<file path="src/rtl/bus_deserializer.sv">
// bus_deserializer: assembles LSB-first byte frames into an address/data word with framing-error tracking.
module bus_deserializer #(
  parameter int ADDRW = 24
) (
  input  logic             clk,
  input  logic             rst_n,
  input  logic             in_valid,
  input  logic             in_sof,
  input  logic [7:0]       in_data,
  input  logic             in_src,
  output logic             in_ready,
  output logic             out_valid,
  input  logic             out_ready,
  output logic [ADDRW-1:0] out_addr,
  output logic [7:0]       out_data,
  output logic             out_src,
  output logic             err_pulse,
  output logic [7:0]       err_count
);
  localparam int NB = ADDRW / 8 + 1;
  localparam int IW = NB > 1 ? $clog2(NB) : 1;
  localparam logic [IW-1:0] LAST = IW'(NB - 1);
  typedef enum logic [1:0] {IDLE, COLLECT, FULL} state_t;
  state_t          state;
  logic [IW-1:0]   idx;
  logic [8*NB-1:0] word;
  logic            acc;
  logic            err;
  assign in_ready  = state != FULL || out_ready;
  assign acc       = in_valid && in_ready;
  // SOF is only legal outside COLLECT; a non-SOF byte is only legal inside it
  assign err       = acc && (in_sof ? state == COLLECT : state != COLLECT);
  assign out_valid = state == FULL;
  assign out_addr  = word[ADDRW+7:8];
  assign out_data  = word[7:0];
  always_ff @(posedge clk or negedge rst_n) begin
    if (!rst_n) begin
      state     <= IDLE;
      idx       <= '0;
      word      <= '0;
      out_src   <= 1'b0;
      err_pulse <= 1'b0;
      err_count <= '0;
    end else begin
      err_pulse <= err;
      if (err && err_count != 8'hFF) err_count <= err_count + 1'b1;
      if (acc && in_sof) begin
        word[7:0] <= in_data;
        out_src   <= in_src;
        idx       <= NB == 1 ? '0 : IW'(1);
        state     <= NB == 1 ? FULL : COLLECT;
      end else if (acc && state == COLLECT) begin
        word[{idx, 3'b000} +: 8] <= in_data;
        idx <= idx == LAST ? '0 : idx + 1'b1;
        if (idx == LAST) state <= FULL;
      end else if (state == FULL && out_ready) begin
        state <= IDLE;
      end
    end
  end
endmodule
</file>
<file path="config.mk">
export PLATFORM = sky130hd
export DESIGN_NAME = bus_deserializer
export DESIGN_NICKNAME = d
export VERILOG_FILES = /design/src/rtl/bus_deserializer.sv
export SDC_FILE = /design/constraint.sdc
export NUM_CORES = 1
export LEC_CHECK = 0
export CAP_MARGIN = 40
export CORE_AREA = 3 3 71 73
export CTS_CLUSTER_SIZE = 25
export DETAILED_ROUTE_END_ITERATION = 16
export DIE_AREA = 0 0 74 76
export GPL_ROUTABILITY_DRIVEN = 0
export PLACE_DENSITY = 0.84
export SETUP_SLACK_MARGIN = 0.1
export SLEW_MARGIN = 20
export SYNTH_ARGS = -nofsm -noshare
export SYNTH_HDL_FRONTEND = slang
export SYNTH_SLANG_ARGS = --single-unit
export TNS_END_PERCENT = 1
</file>
<file path="constraint.sdc">
create_clock -name clk -period 2.1 [get_ports clk]
set_input_delay 0.42 -clock clk [delete_from_list [all_inputs] [get_ports clk]]
set_output_delay 0.42 -clock clk [all_outputs]
set_load 0.01 [all_outputs]
</file>
After elaboration in Yosys (flattened, before gate mapping)
Index checks and enable logic that the tools add are counted.

Bitwise logic cells: 1. Eq/ne operators: 7. Shifts and indexed selects: 2. Multiplexer cells: 11. Reductions and logical operators: 11. Add/subtract/negate cells: 3.

Operators with widths (count): 32-bit bitwise mux (1); 8-bit by 7-bit variable shift with 32-bit output (first input constant) (1); 8-bit by 7-bit variable part select with 32-bit output (1); 8-bit 2-to-1 mux (2); 2-bit 2-to-1 mux (7); 8-bit by 1-bit adder with 8-bit output (second input constant) (1); 8-bit inequality test (second input constant) (1); 5-bit negation with 7-bit output (1); 1-bit logical AND (6); 2-bit equality test (second input constant) (2); 2-bit AND reduction (2); 3-bit by 2-bit inequality test with 1-bit output (second input constant) (1); 3-bit nonzero test (1); 2-bit by 1-bit adder with 2-bit output (second input constant) (1); 2-bit by 1-bit equality test with 1-bit output (second input constant) (1); 2-bit by 1-bit inequality test with 1-bit output (second input constant) (1); 2-bit inequality test (second input constant) (1); 2-bit nonzero test (1); 1-bit logical OR (1); 1-bit 2-to-1 mux (1); 1-bit inverter (1).

Output and inout bits: 44. Flip-flop bits (word level): 46. Input port bits: 14.

Logic depth before layout (Yosys ltp)
Depth in word-level cells: 6. Depth in mapped cells: 8. Gate-level depth less buffers: 7.

Worst setup path after synthesis
No wires, ideal clock.

Path type: reg-to-reg. From: reg idx[0]. To: reg word[10]. Stages on the path, launching flop included: 7. Data required time: 2.017 ns. Arrival time: 1.649 ns. Path slack: 0.369 ns. Path through: dfrtp_1 -> inv_1 -> ha_1 -> inv_1 -> nor3_1 -> nand2_1 -> o21ai_0.

Longest elaborated chain between the ends: 3.

Ends and longest elaborated chain: start: declaration (RTL line 25) `logic [IW-1:0] idx;`; start signal: assignment (RTL line 50) `idx <= NB == 1 ? '0 : IW'(1);`; start signal: assignment (RTL line 54) `idx <= idx == LAST ? '0 : idx + 1'b1;`; 5-bit negation with 7-bit output * (RTL line 53) `word[{idx, 3'b000} +: 8] <= in_data;`; 8-bit by 7-bit variable part select with 32-bit output / 8-bit by 7-bit variable shift with 32-bit output (equally long branches) (RTL line 53); 32-bit bitwise mux * (RTL line 53); end signal: indexed assignment (RTL line 53); end: declaration (RTL line 26) `logic [8*NB-1:0] word;`.

Mark *: on every way between the ends. The rest lies on a longest branch, timed or not. A chain may end at the register's enable or synchronous reset.

Worst setup path after layout
From: in out_ready. To: out in_ready.

Longest elaborated chain between the ends: 1.

Ends and longest elaborated chain: start: declaration (RTL line 13) `input logic out_ready,`; 1-bit logical OR (RTL line 29) `assign in_ready = state != FULL || out_ready;`; end: declaration (RTL line 11) `output logic in_ready,`.

Every way passes these cells.

==> impl_metrics.yaml <==
clocking:
  path_clk_slew_ns: 0.08
  post_cts_buffers: 0
  cts_tree: "yes"
  cts-root-buf: "clkbuf_8"
  cts_made_buffers: 5
  htree_levels: 2
  cts_sinks: 46
  clock_latency_ns: 0.29
  cts_buffer_depth: 2
detailed_routing:
  via_count: 1782
  firstDrtPassIters: 4
  via_per_inst: 5.180
  routed_wl_um: 4896
  drc: 0
  wl_per_cell_um: 14.23
  first_iter_violations: 115
  ant_nets: 0
global_route:
  grt_first_pass_wirelength_um: 8093
  grt_util_all_layers_pct: 18.03
  antenna_found_initial: 0
  grt.overflow.total: 0
  grt_max_degree: 34
  grt_pass1_vias: 1722
synthesis:
  synth_common_cells: "81 x nand2_1, 46 x dfrtp_1, 21 x o21ai_0"
  syn-num-nets: 241
  syn_avg_cell_area_um2: 9.737
  synth.area.top_cells: "dfrtp_1 54%, nand2_1 14%, o21ai_0 4.9%"
  async_reset_ff_share_pct: 100.0
  synth_warnings: 0
  synth_seq_cells: 46
  postSynthCellCount: 220
  synth_top_flop_cell: "dfrtp_1"
  yosys.area.top_type: "dfrtp_1"
  synth.most_common_cell: "nand2_1"
  synth_area_um2: 2142
  ys_seq_area_share_pct: 53.74
  yosysUniqueCellTypes: 36
  yosysTopAreaCellShare_pct: 53.74
  synth_edf_count: 0
sta:
  clock_skew_ns: 0.005218
  slew_headroom_pct: 51.06
  period_needed_ns: 1.918
  setup_viol: 0
  finalHoldViolCount: 0
  tightest_slew_ns: 0.7342
  drv_slew: 0
  fin_tns_setup_ns: 0
  period_share_pct: 91.31
  max_freq_mhz: 521.5
  rsz0062_at_grt: "no"
critical_path:
  crit_path_end_kind: "output port"
  cp_cell_sequence: "clkdlybuf4s50_1 > or3b_1 > dlygate4sd2_1"
  cpPeakStageDelay_ns: 0.40
  start_kind: "primary input"
  crit_arrival_ns: 1.50
  path_class: "in2out"
  required_ns: 1.68
  slowest_stage: "clkdlybuf4s50_1"
  critical_path.top_delay_family: "buffers and inverters"
  crit_fanout: 2
  worst-path-buf-inv: 2
floorplanning:
  core_area_um2: 4414
  die_area_um2: 5624
  ios: 58
  die_y_um: 76
  die_x_um: 74
  start_util_pct: 48.53
  num_rows: 24
layout:
  area_delta_synth_final_pct: 37.91
  fillers: 339
  drive_gt1_share_pct: 12.33
  final_nets: 313
  diodes: 0
power:
  leakage_uw: 0.001294
  power_uw: 3593
  powerDensity_nw_per_um2: 1216
  ir_drop_mv: 0.6245
worst_hold_path:
  hold_class: "in2async"
placed_design:
  dp_hpwl_um: 3620
  numPortBuffers: 57
status:
  status: "finished, final reports clean"
run:
  drv_cap: 0
## report_power, final
part	internal, µW	leakage [µW]	total, µW	switching [µW]
sequential	1150	0.000610	1380	226
combinational	797	0.000626	1550	752
clock	381	0.0000573	665	284
total	2330	0.00129	3590	1260
## cell families after synthesis
group | after synthesis | share of synthesized area [%]
simple gates | 104 | 22.25
flops | 46 | 53.74
compound gates | 44 | 12.85
buf+inv | 9 | 1.811
fa+ha+maj | 7 | 4.089
mux | 6 | 3.621
xor+xnor | 4 | 1.635
## area by class of cell
class | instances | area [µm²] | share of cell area [%]
Tap cell | 52 | 65.06 | 2.202
Clock inverter | 1 | 30.03 | 1.017
Timing Repair Buffer | 69 | 654.4 | 22.15
Inverter | 5 | 18.77 | 0.6353
Multi-Input combinational cell | 165 | 952.2 | 32.23
Sequential cell | 46 | 1151 | 38.97
Clock buffer | 6 | 82.58 | 2.795
## cell usage in the layout, fill, tap and decap left out, types with 2 or more instances in the layout
cell and n:
nand2_1 81, clkdlybuf4s50_1 55, dfrtp_1 46, o21ai_0 21
o21ai_1 14, buf_4 12, ha_1 7, clkbuf_8 6
nor3_1 5, xor2_1 4, inv_1 3, nand2b_1 3
mux2_4 3, inv_2 2, nand3_1 2, a21oi_1 2
nor3_2 2
## registers in the layout (all words and copies together), names as in the netlist
name	flops
err_pulse	1
out_src	1
idx	2
state	2
word	32
err_count	8
## worst paths after layout
check | startpoint | end | slack (ns) | cells past startpoint
setup / recovery | out_ready | in_ready | 0.18 | 3
hold / removal | rst_n | word[26] | 0.18 | 1
setup reg to reg | idx[0] | word[0] | 0.29 | 7
hold reg to reg | word[18] | word[18] | 0.49 | 2
max in group asynchronous | rst_n | state[0] | 1.29 | 2
min in group clk | word[18] | word[18] | 0.49 | 2
## repair_timing
| item | CTS | global route |
|---|---|---|
| resized for setup | 1 | 0 |
| hold buffers | 0 | 0 |
| setup endpoints to repair | 1 | 0 |
## metrics by stage
| stage | instances | utilization, % | setup slack (ns) | hold WS (ns) | instance area [µm²] |
|---|---|---|---|---|---|
| finish | 344 | 66.92 | 0.1825 | 0.1827 | 2954 |
| global route | 344 | 66.92 | 0.1095 | 0.2283 | 2954 |
| detailed placement | 337 | 64.40 | -0.005098 | 0.4706 | 2843 |
| global placement | 337 | 64.40 | 0.0005967 | 0.4619 | 2843 |
| floorplan | 220 | - | 0.3686 | 0.1244 | 2142 |
| CTS | 344 | 66.92 | 0.1813 | 0.1898 | 2954 |
## metal layers
metal,vias up,global-route usage [%],part of all wire (%)
met2,70,27.48,45
met4,0,5.254,1.9
met1,827,25.13,46
li1,877,-,-
met3,8,4.749,7.0
met5,-,0,0
(Power assumes the default switching activity.)
